## src/rtl/ch_config_writer.sv

```systemverilog
// Byte-serial initiator for the channel config bus: queues multi-byte parameter
// commands and replays each as LSB-first single-byte writes at incrementing addresses.
module ch_config_writer #(
    parameter int GAP_CYCLES = 1,
    parameter int FIFO_DEPTH = 4
) (
    input  logic                          CLK_LOW,
    input  logic                          reset,
    input  logic                          CMD_VALID,
    output logic                          CMD_READY,
    input  logic [7:0]                    CMD_ADDR,
    input  logic [2:0]                    CMD_LEN,
    input  logic [47:0]                   CMD_DATA,
    output logic                          CH_CONFIG_WE,
    output logic [7:0]                    CH_CONFIG_ADDR,
    output logic [7:0]                    CH_CONFIG_DATA,
    output logic                          CMD_DONE,
    output logic                          BUSY,
    output logic [$clog2(FIFO_DEPTH):0]   FIFO_LEVEL
);

    localparam int AW = $clog2(FIFO_DEPTH);
    localparam logic [3:0] GAP_LOAD = 4'((GAP_CYCLES > 0) ? GAP_CYCLES - 1 : 0);

    // state | meaning
    // IDLE  | pop next command, launch first byte or finish an empty one
    // WRITE | WE high for this cycle
    // GAP   | inter-byte idle, down-counter running
    typedef enum logic [1:0] {IDLE, WRITE, GAP} state_t;

    logic [7:0]  mem_addr [FIFO_DEPTH];
    logic [2:0]  mem_len  [FIFO_DEPTH];
    logic [47:0] mem_data [FIFO_DEPTH];
    logic [AW:0] wr_ptr, rd_ptr;
    logic [AW:0] level;
    logic        full, empty, push, pop;
    logic [2:0]  len_clamped;

    logic [7:0]  head_addr;
    logic [2:0]  head_len;
    logic [47:0] head_data;

    state_t      state, state_n;
    logic [47:0] payload, payload_n;
    logic [2:0]  rem, rem_n;
    logic [3:0]  gap_cnt, gap_n;
    logic        we_q, we_n;
    logic [7:0]  addr_q, addr_n;
    logic [7:0]  data_q, data_n;
    logic        done_q, done_n;

    assign level       = wr_ptr - rd_ptr;
    assign full        = (level == (AW+1)'(FIFO_DEPTH));
    assign empty       = (wr_ptr == rd_ptr);
    assign push        = CMD_VALID && !full;
    assign pop         = (state == IDLE) && !empty;
    assign len_clamped = (CMD_LEN > 3'd6) ? 3'd6 : CMD_LEN;

    assign head_addr = mem_addr[rd_ptr[AW-1:0]];
    assign head_len  = mem_len[rd_ptr[AW-1:0]];
    assign head_data = mem_data[rd_ptr[AW-1:0]];

    always_ff @(posedge CLK_LOW) begin
        if (push) begin
            mem_addr[wr_ptr[AW-1:0]] <= CMD_ADDR;
            mem_len[wr_ptr[AW-1:0]]  <= len_clamped;
            mem_data[wr_ptr[AW-1:0]] <= CMD_DATA;
        end
    end

    always_ff @(posedge CLK_LOW or posedge reset) begin
        if (reset) begin
            wr_ptr <= '0;
            rd_ptr <= '0;
        end else begin
            if (push) wr_ptr <= wr_ptr + 1'b1;
            if (pop)  rd_ptr <= rd_ptr + 1'b1;
        end
    end

    always_ff @(posedge CLK_LOW or posedge reset) begin
        if (reset) begin
            state   <= IDLE;
            payload <= '0;
            rem     <= '0;
            gap_cnt <= '0;
            we_q    <= 1'b0;
            addr_q  <= '0;
            data_q  <= '0;
            done_q  <= 1'b0;
        end else begin
            state   <= state_n;
            payload <= payload_n;
            rem     <= rem_n;
            gap_cnt <= gap_n;
            we_q    <= we_n;
            addr_q  <= addr_n;
            data_q  <= data_n;
            done_q  <= done_n;
        end
    end

    always_comb begin
        state_n   = state;
        payload_n = payload;
        rem_n     = rem;
        gap_n     = gap_cnt;
        we_n      = 1'b0;
        addr_n    = addr_q;
        data_n    = data_q;
        done_n    = 1'b0;
        case (state)
            IDLE: begin
                if (!empty) begin
                    if (head_len == 3'd0) begin
                        done_n = 1'b1;
                    end else begin
                        we_n      = 1'b1;
                        addr_n    = head_addr;
                        data_n    = head_data[7:0];
                        payload_n = head_data >> 8;
                        rem_n     = head_len;
                        state_n   = WRITE;
                    end
                end
            end
            WRITE: begin
                rem_n = rem - 3'd1;
                if (rem == 3'd1) begin
                    done_n  = 1'b1;
                    state_n = IDLE;
                end else if (GAP_CYCLES == 0) begin
                    we_n      = 1'b1;
                    addr_n    = addr_q + 8'd1;
                    data_n    = payload[7:0];
                    payload_n = payload >> 8;
                end else begin
                    gap_n   = GAP_LOAD;
                    state_n = GAP;
                end
            end
            GAP: begin
                if (gap_cnt == 4'd0) begin
                    we_n      = 1'b1;
                    addr_n    = addr_q + 8'd1;
                    data_n    = payload[7:0];
                    payload_n = payload >> 8;
                    state_n   = WRITE;
                end else begin
                    gap_n = gap_cnt - 4'd1;
                end
            end
            default: state_n = IDLE;
        endcase
    end

    assign CMD_READY      = !full;
    assign CH_CONFIG_WE   = we_q;
    assign CH_CONFIG_ADDR = addr_q;
    assign CH_CONFIG_DATA = data_q;
    assign CMD_DONE       = done_q;
    assign BUSY           = (state != IDLE) || !empty;
    assign FIFO_LEVEL     = level;

endmodule

```

## config.mk

```make
export PLATFORM = sky130hd
export DESIGN_NAME = ch_config_writer
export DESIGN_NICKNAME = d
export VERILOG_FILES = /design/src/rtl/ch_config_writer.sv
export SDC_FILE = /design/constraint.sdc
export NUM_CORES = 1
export LEC_CHECK = 0
export ABC_AREA = 1
export BUFFER_PORTS_ARGS = -buffer_cell sky130_fd_sc_hd__buf_2
export CAP_MARGIN = 40
export CORE_UTILIZATION = 54
export CTS_CLUSTER_DIAMETER = 100
export CTS_CLUSTER_SIZE = 28
export DETAILED_ROUTE_END_ITERATION = 8
export PLACE_DENSITY_LB_ADDON = 0.2
export SLEW_MARGIN = 20
export SYNTH_ARGS = -nofsm -noshare
export SYNTH_HDL_FRONTEND = slang
export SYNTH_SLANG_ARGS = --single-unit
```

## constraint.sdc

```tcl
create_clock -name CLK_LOW -period 4.2 [get_ports CLK_LOW]
set_input_delay 1.05 -clock CLK_LOW [delete_from_list [all_inputs] [get_ports CLK_LOW]]
set_output_delay 1.05 -clock CLK_LOW [all_outputs]
set_load 0.03 [all_outputs]
```

==> reports/metrics.sh, run 1 <==
OUTCOME='complete, no violations'
YS_WARN_COUNT=0
SYNTH_LARGEST_TYPE_AREA_FRACTION=0.557
CTS_TREE='done'
POST_SYNTH_MAIN_AREA_CONTRIBUTORS='sky130_fd_sc_hd__edfxtp_1, sky130_fd_sc_hd__dfrtp_1, sky130_fd_sc_hd__nand2_1, sky130_fd_sc_hd__o21ai_0, sky130_fd_sc_hd__nor2_1'
DR.FIRST_ITER.DRC_COUNT=824
DRT_WL_TOTAL_UM=27500
NUMPORTBUFFERS=84
TIMING.REG2REG.WORST_PATH_DEPTH=11
DETAIL_ROUTE.FIRST_PASS.ITERATIONS=6
DESIGN_POWER_TOTAL_mW=11.1
HOLDPATHEND='gap_cnt[3]$_DFFE_PP0P_'
ROUTE.DETAILED.WL_PER_INST_UM=18.2
CORE_REGION_AREA_UM2=22800
SYNTH_SEQ_CELLS=309
RRSETUPSLACK_NS=1.10
GLOBALPLACE.CONGESTION=0.821
FMAXACHIEVABLE_MHz=305
SWITCHINGPOWER_mW=4.70
STARTPOINT_TYPE='flip-flop'
REG2REG_FROM='rd_ptr[0]$_DFFE_PP0P_'
CLK_BUF_DEPTH=3
SYNTH_CELL_TYPES=27
POWER_REPORT.INTERNAL_TOTAL_mW=6.44
SYNTH.AVG_CELL_AREA_UM2=11.2
NUMCLOCKSINKS=309
TIMING.CRITICAL_PATH.TO_TYPE='primary output'
CTS.HOLD.BUFFERS_ADDED=0
GRT_MAX_DEGREE=77
GRT_REMAINING_OVERFLOW=0
FLOORPLAN.INITIALDENSITY=0.557
CTS.CLK_SLEW.WORST_PATHS_NS=0.10
MOSTFREQUENTLAYOUTCELL='sky130_fd_sc_hd__nand2_1'
GRTUSAGETOTAL=0.235
POST-DP-HPWL_UM=16300
DR_TOTAL_VIAS=8301
WORST-ENDPOINT-ARRIVAL_NS=2.23
ANTENNA_LEFT=0
PLACEMENT_ROWS=55
COMB_POWER_SHARE=0.432
LAYOUT-DRIVE-GT1-SHARE=0.116
TIMING_MAX_TRANSITION_VIOLATIONS_FINAL=0
ANTENNA-DIODE-COUNT=0
DRT_DRC_VIOLATIONS_LEFT=0
NETLIST_AREA_UM2=12700
TIMING_WORST_SLEW_PIN_VALUE_NS=0.802
LAYOUT.NETS=1266
TIMING_WORST_SETUP_PATH_TYPE='reg2out'
FINAL_PERIOD_MINUS_WORST_SETUP_SLACK_NS=3.28
CTS_INSERTED_BUFFERS=15
VIAS_PER_CELL=5.49
LAYOUT.CELLS.MOST_COMMON_LIST='sky130_fd_sc_hd__nand2_1, sky130_fd_sc_hd__edfxtp_1, sky130_fd_sc_hd__nor2_1'
TIMING_HOLD_VIOLATIONS_FINAL=0
ANTENNA_FOUND_INITIAL=0
GRT_SETUP_UNREPAIRED='no'
CLK_LATENCY_NS=0.51
CLOCK_TREE.ROOT_CELL='sky130_fd_sc_hd__clkbuf_16'
POST_SYNTHESIS_TO_FINAL_LAYOUT_AREA_GROWTH_PCT=9.47
DIEWIDTH_UM=156
CRIT_PATH_MAX_FANOUT=5
HOLD_PATH_CLASS='reg2reg'
HOLD_PATH.STARTPOINT='gap_cnt[3]$_DFFE_PP0P_'
GRT_FIRST_PASS_WIRELENGTH_UM=43800
FINALCOREUTILIZATION=0.610
SYNTH_CELLS=1140
PWR-SHARE-CLK=0.153
REGTOREGENDPOINT='payload[38]$_DFFE_PP0P_'
CELLLEAKAGEPOWER_nW=5.57
FLOORPLAN.DIE.HEIGHT_UM=156
SEQ_POWER_SHARE=0.416
HTREE_DEPTH=1
POSTCTSRESIZEDCELLS=0
POWER-PER-CELL-AREA_nW_PER_UM2=800
MAX_CAP_VIOL_COUNT=0
REPORT.FINAL.SETUP_VIOL=0
FLOORPLAN.IO_PINS=85
NETSWITCHINGFRACTION=0.422
POWER.IR.VDD_WORST_mV=0.591
POST_CTS_BUFFERS=0
SYNTH_AREA_LEADER_CELL='sky130_fd_sc_hd__edfxtp_1'
FINAL_CYCLE_SHARE=0.781
TIMING.CRITICAL_PATH.REQUIRED_NS=3.15
POSTSYNTHNETCOUNT=1215
DIE_AREA_UM2=24200
VIA_COUNT_OF_THE_FIRST_GLOBAL_ROUTING_PASS=8069
WORSTHOLDPATHCELLS=1
MAX_SLEW_HEADROOM_AT_THE_WORST_PIN=0.466
CLOCK_SKEW_NS=0.0285
YS_SEQ_AREA_FRAC=0.700
-- sequential cells by signal, summed over array words and instances, names as in the netlist --
| signal | cells |
|---|---|
| rem | 3 |
| payload | 40 |
| mem_data | 192 |
| CH_CONFIG_ADDR | 8 |
| mem_len | 12 |
| gap_cnt | 4 |
| mem_addr | 32 |
| wr_ptr | 3 |
| CH_CONFIG_DATA | 8 |
| rd_ptr | 3 |
| state | 2 |
| CH_CONFIG_WE | 1 |
| CMD_DONE | 1 |
-- stage by stage --
stage / instance area (um2) / instances / setup TNS (ns) / worst slack [ns] / hold WS (ns)
after global routing: 13900 / 1513 / 0 / 0.792 / 0.516
after CTS: 13900 / 1513 / 0 / 0.908 / 0.482
final: 13900 / 1513 / 0 / 0.920 / 0.478
after floorplan: 12700 / 1140 / -173.79 / -0.736 / 0.434
after global placement: 13400 / 1486 / 0 / 1.23 / 0.461
after detailed placement: 13500 / 1487 / 0 / 1.15 / 0.460
-- worst max-delay path, cell delays in order (launching register included) --
cell and delay [ns]:
sky130_fd_sc_hd__dfrtp_1 0.41, sky130_fd_sc_hd__inv_1 0.10, sky130_fd_sc_hd__ha_1 0.23, sky130_fd_sc_hd__fa_1 0.38, sky130_fd_sc_hd__xnor2_1 0.20, sky130_fd_sc_hd__nand3_1 0.18, sky130_fd_sc_hd__buf_2 0.23
-- cells by family after synthesis --
group | after synthesis | share of synthesized area
compound gates | 181 | 0.0773
xor+xnor | 9 | 0.00619
fa+ha+maj | 13 | 0.0134
buf+inv | 98 | 0.0372
flops | 309 | 0.700
simple gates | 530 | 0.166
-- cells in the mapped netlist (all sizes together) --
master	n
inv	28
o32ai	1
nor2	119
edfxtp	236
xor2	6
nand4	3
ha	12
nand3b	1
buf	40
o22ai	41
clkbuf	30
nand2	330
o21ai	112
fa	1
dfrtp	73
a21oi	18
nand3	77
xnor2	3
a21boi	1
a211oi	8
-- power groups by stage --
stage | clock (mW) | sequential (mW) | combinational (mW)
after floorplan | 0 | 4.82 | 3.37
final | 1.70 | 4.63 | 4.81
after global routing | 1.82 | 4.71 | 5.42
after detailed placement | 0 | 4.69 | 4.83
after CTS | 1.73 | 4.63 | 4.85
after global placement | 0 | 4.68 | 4.74
-- layout make-up --
class	count	area (um2)
flip-flops and latches	309	8920
fillers	1866	8920
multi-input cells	733	3380
repair buffers	104	658
clock buffers	23	405
well taps	313	392
inverters	28	106
clock inverters	3	68.8
-- worst max-delay path by stage --
stage / start / endpoint / slack (ns) / depth (start not counted)
detailed placement: rd_ptr[0]$_DFFE_PP0P_ / payload[37]$_DFFE_PP0P_ / 1.15 / 11
global route: wr_ptr[0]$_DFFE_PP0N_ / CMD_READY / 0.79 / 6
global placement: rd_ptr[0]$_DFFE_PP0P_ / payload[34]$_DFFE_PP0P_ / 1.23 / 11
finish: wr_ptr[0]$_DFFE_PP0N_ / CMD_READY / 0.92 / 6
CTS: wr_ptr[0]$_DFFE_PP0N_ / CMD_READY / 0.91 / 6
floorplan: wr_ptr[0]$_DFFE_PP0N_ / mem_addr[0][0]$_DFFE_PP_ / -0.74 / 7
-- routing by layer --
metal	up-vias	part of all wire	GRT usage	routed length, um
li1	4016	-	-	-
met5	-	0	0	0
met1	4029	0.45	0.333	12400
met4	0	0.024	0.0686	648
met3	34	0.053	0.0245	1460
met2	222	0.47	0.388	13000
Note: power is estimated with default switching activity, not from simulation.
==> inputs of run 2 (changes only) <==
--- a/config.mk
+++ b/config.mk
@@ -5,10 +5,10 @@
 export SDC_FILE = /design/constraint.sdc
 export NUM_CORES = 1
 export LEC_CHECK = 0
-export ABC_AREA = 1
+export ABC_AREA = 0
 export BUFFER_PORTS_ARGS = -buffer_cell sky130_fd_sc_hd__buf_2
 export CAP_MARGIN = 40
-export CORE_UTILIZATION = 54
+export CORE_UTILIZATION = 57
 export CTS_CLUSTER_DIAMETER = 100
 export CTS_CLUSTER_SIZE = 28
 export DETAILED_ROUTE_END_ITERATION = 8
==> constraint.sdc (replaced) <==
create_clock -name CLK_LOW -period 3.13 [get_ports CLK_LOW]
set_input_delay 0.7825 -clock CLK_LOW [delete_from_list [all_inputs] [get_ports CLK_LOW]]
set_output_delay 0.7825 -clock CLK_LOW [all_outputs]
set_load 0.03 [all_outputs]
==> reports/metrics.sh, run 2 <==
POWER.IR.VDD_WORST_mV=0.546  # -7.5%
ROUTE.DETAILED.WL_PER_INST_UM=22.7  # +25%
GRT_FIRST_PASS_WIRELENGTH_UM=38400  # -12%
FINAL_CRITICAL_PATH_SETUP_SLACK_NS=0.167  # -0.754 ns
REPORT.FINAL.SETUP_VIOL=0  # unchanged
SYNTH-XOR-AREA-SHARE=0.00755  # +0.00135
POST_SYNTH_MAIN_AREA_CONTRIBUTORS='sky130_fd_sc_hd__edfxtp_1, sky130_fd_sc_hd__dfrtp_1, sky130_fd_sc_hd__mux4_2, sky130_fd_sc_hd__nand2_1, sky130_fd_sc_hd__mux2_4'
FLOORPLAN.DIE.HEIGHT_UM=150  # -3.7%
ANTENNA-DIODE-COUNT=0  # unchanged
POWER-PER-CELL-AREA_nW_PER_UM2=1050  # +31%
CTS_TREE='done'
CLOCK_TREE.ROOT_CELL='sky130_fd_sc_hd__clkbuf_16'
DR_TOTAL_VIAS=6473  # -22%
CRIT_PATH_MAX_FANOUT=20  # +15
SYNTH_AREA_LEADER_CELL='sky130_fd_sc_hd__edfxtp_1'
CLK_BUF_DEPTH=3  # unchanged
POST_SYNTHESIS_TO_FINAL_LAYOUT_AREA_GROWTH_PCT=11.5
NETLIST_AREA_UM2=12400  # -2.3%
ANTENNA_LEFT=0  # unchanged
RRSETUPSLACK_NS=0.29  # -0.81 ns
HTREE_DEPTH=1  # unchanged
CPMAXSTAGEDELAYCELL='sky130_fd_sc_hd__dfrtp_2'
CTS_INSERTED_BUFFERS=15  # unchanged
ANTENNA_FOUND_INITIAL=0  # unchanged
MAX_CAP_VIOL_COUNT=0  # unchanged
SYNTH.AVG_CELL_AREA_UM2=17.3  # +55%
FMAXACHIEVABLE_MHz=337
GRT_MAX_DEGREE=60  # -22%
DRT_WL_TOTAL_UM=24800  # -9.9%
SYNTH_CELLS=719  # -37%
SYNTH_SEQ_CELLS=309  # unchanged
TIMING_HOLD_VIOLATIONS_FINAL=0  # unchanged
OUTCOME='complete, no violations'
DETAIL_ROUTE.FIRST_PASS.ITERATIONS=6  # unchanged
LARGEST_REGISTER_FFS=192  # unchanged
YS_SEQ_AREA_FRAC=0.717  # +0.0163
SYNTH_TOP_CELLS_BY_COUNT='sky130_fd_sc_hd__edfxtp_1, sky130_fd_sc_hd__nand2_1, sky130_fd_sc_hd__dfrtp_1, sky130_fd_sc_hd__mux4_2'
SYNTH_TOP_FAMILY_BY_AREA='multiplexers'
PLACEMENT_ROWS=53  # -3.6%
TIMING.CRITICAL_PATH.TO_TYPE='primary output'
MAX_SLEW_HEADROOM_AT_THE_WORST_PIN=0.525  # +0.0589
GLOBALPLACE.CONGESTION=0.840  # +2.3%
SYNTHMOSTINSTANTIATEDCELL='sky130_fd_sc_hd__edfxtp_1'
TIMING_WORST_SLEW_PIN_VALUE_NS=0.713  # -0.0884 ns
DRT_DRC_VIOLATIONS_LEFT=0  # unchanged
DIEWIDTH_UM=150  # -3.7%
CRIT_FAMILY='simple AND/OR/NAND/NOR gates'
DR.FIRST_ITER.DRC_COUNT=532  # -35%
FLOORPLAN.INITIALDENSITY=0.586  # +0.0290
CELLLEAKAGEPOWER_nW=5.22  # -6.4%
SEQUENTIAL_CELL_AREA_UM2=8920  # unchanged
TIMING.CRITICAL_PATH.REQUIRED_NS=2.35  # -0.80 ns
ACCUMULATED_NEGATIVE_SETUP_SLACK_NS=0  # unchanged
SLOWEST_DELAY_NS=0.41  # about the same
REG2REG_FROM='wr_ptr[0]$_DFFE_PP0N_'
MOSTFREQUENTLAYOUTCELL='sky130_fd_sc_hd__edfxtp_1'
POST_CTS_BUFFERS=0  # unchanged
POSTSYNTHNETCOUNT=794  # -35%
GRT_SETUP_UNREPAIRED='no'
DESIGN_POWER_TOTAL_mW=14.5  # +31%
FINAL_CYCLE_SHARE=0.947
SYNTH_COMPOUND_AREA_FRAC=0.0285  # -0.0488
SYNTH_LARGEST_TYPE_AREA_FRACTION=0.570  # +0.0130
LAYOUT.NETS=882  # -30%
SYNTH_EDF_COUNT=236  # unchanged
CORE_REGION_AREA_UM2=21200  # -7.1%
VIA_COUNT_OF_THE_FIRST_GLOBAL_ROUTING_PASS=6787  # -16%
GRT_REMAINING_OVERFLOW=0  # unchanged
FINAL_PERIOD_MINUS_WORST_SETUP_SLACK_NS=2.96
WORST-ENDPOINT-ARRIVAL_NS=2.18  # -0.05 ns
N_FILL_CELL=1446  # -23%
SYNTHSIMPLEGATEAREAFRAC=0.0613  # -0.104
VIAS_PER_CELL=5.94  # +8.2%
YOSYS_MOST_USED_DFF='sky130_fd_sc_hd__edfxtp_1'
CRITICAL_PATH.CELL_CHAIN='buf_6, inv_1, ha_1, nand2_1, or3_1, buf_2'
CRITICAL_PATH_BUF_INV_COUNT=3  # +1
CLK_LATENCY_NS=0.49  # -0.02 ns
SYNTH_FA_HA_AREA_FRAC=0.0137  # +0.000312
CTS.CLK_SLEW.WORST_PATHS_NS=0.11  # about the same
TIMING_MAX_TRANSITION_VIOLATIONS_FINAL=0  # unchanged
DETAILED_PLACE.AREA_UM2=13400  # -0.68%
SYNTH_CELL_TYPES=47  # +74%
TIMING.REG2REG.WORST_PATH_DEPTH=7  # -4
HOLD_PATH_CLASS='in2async'
YS_WARN_COUNT=0  # unchanged
TIMING_WORST_SETUP_PATH_TYPE='reg2out'
MULTI_INPUT_COMB_AREA_UM2=3300  # -2.3%
DPL_WORST_SLACK_NS=0.309  # -0.843 ns
LAYOUT-DRIVE-GT1-SHARE=0.293  # +0.177
STARTPOINT_TYPE='flip-flop'
POST-DP-HPWL_UM=15900  # -2.5%
POSTLAYOUTCELLAREA_UM2=13900  # -0.49%
NUMPORTBUFFERS=84  # unchanged
MUXSHAREOFSYNTHAREA=0.153  # +0.153
ASYNC_RESET_FF_FRAC=0.236  # unchanged
GRTUSAGETOTAL=0.230  # -0.00464
DIE_AREA_UM2=22400  # -7.3%
LAYOUT.CELLS.MOST_COMMON_LIST='sky130_fd_sc_hd__edfxtp_1, sky130_fd_sc_hd__nand2_1, sky130_fd_sc_hd__buf_2'
FLOORPLAN.IO_PINS=85  # unchanged
NUMCLOCKSINKS=309  # unchanged
CLOCK_SKEW_NS=0.0264  # -0.00211 ns
REGTOREGENDPOINT='mem_data[0][19]$_DFFE_PP_'
[run 2: logic make-up (layout without fill, tap and decap cells)]
logic type      Yosys count  after routing
compound gates           52             52
xor+xnor                  9              9
fa+ha+maj                13             13
buf+inv                  54            150
flops                   309            309
mux                     102            102
simple gates            180            180
[run 2: per-layer routing]
metal | vias up | global-route usage | routed length [um]
li1 | 2888 | - | -
met2 | 179 | 0.394 | 12800
met4 | 0 | 0.0561 | 512
met5 | - | 0 | 0
met3 | 35 | 0.0259 | 1020
met1 | 3371 | 0.320 | 10500
[run 2: metrics by stage]
stage	hold slack, ns	utilization	instances
after floorplan	0.471	-	719
after global placement	0.491	0.629	1062
after detailed placement	0.496	0.630	1063
after CTS	0.336	0.651	1088
after global routing	0.358	0.653	1090
final	0.332	0.653	1090
[run 2: power breakdown]
| part | internal [mW] | total [mW] | switching, mW |
|---|---|---|---|
| clock | 0.932 | 2.16 | 1.23 |
| sequential | 5.76 | 6.31 | 0.542 |
| combinational | 2.77 | 6.07 | 3.30 |
| total | 9.46 | 14.5 | 5.08 |
[run 2: how the worst max path moves through the flow]
stage | start | endpoint | slack (ns) | cells past startpoint
after floorplan | wr_ptr[0]$_DFFE_PP0N_ | mem_addr[3][0]$_DFFE_PP_ | 0.08 | 6
after global placement | wr_ptr[0]$_DFFE_PP0N_ | mem_data[0][19]$_DFFE_PP_ | 0.45 | 7
after detailed placement | wr_ptr[0]$_DFFE_PP0N_ | mem_data[0][19]$_DFFE_PP_ | 0.31 | 7
after CTS | rd_ptr[1]$_DFFE_PP0P_ | BUSY | 0.10 | 6
after global routing | wr_ptr[0]$_DFFE_PP0N_ | CMD_READY | 0.07 | 6
final | rd_ptr[1]$_DFFE_PP0P_ | BUSY | 0.17 | 6
[run 2: final cells by class]
| class | count | share of cell area |
|---|---|---|
| sequential | 309 | 0.643 |
| tap | 275 | 0.0248 |
| clock buffer | 24 | 0.0295 |
| clock inverter | 1 | 0.00217 |
| timing repair buffer | 109 | 0.0575 |
| multi-input combinational | 356 | 0.238 |
| inverter | 16 | 0.00433 |
[run 2: repair_timing]
action / in CTS / in global routing
hold buffers: 0 / 0
endpoints found under the setup margin: 0 / 1
gates resized for setup: 0 / 1
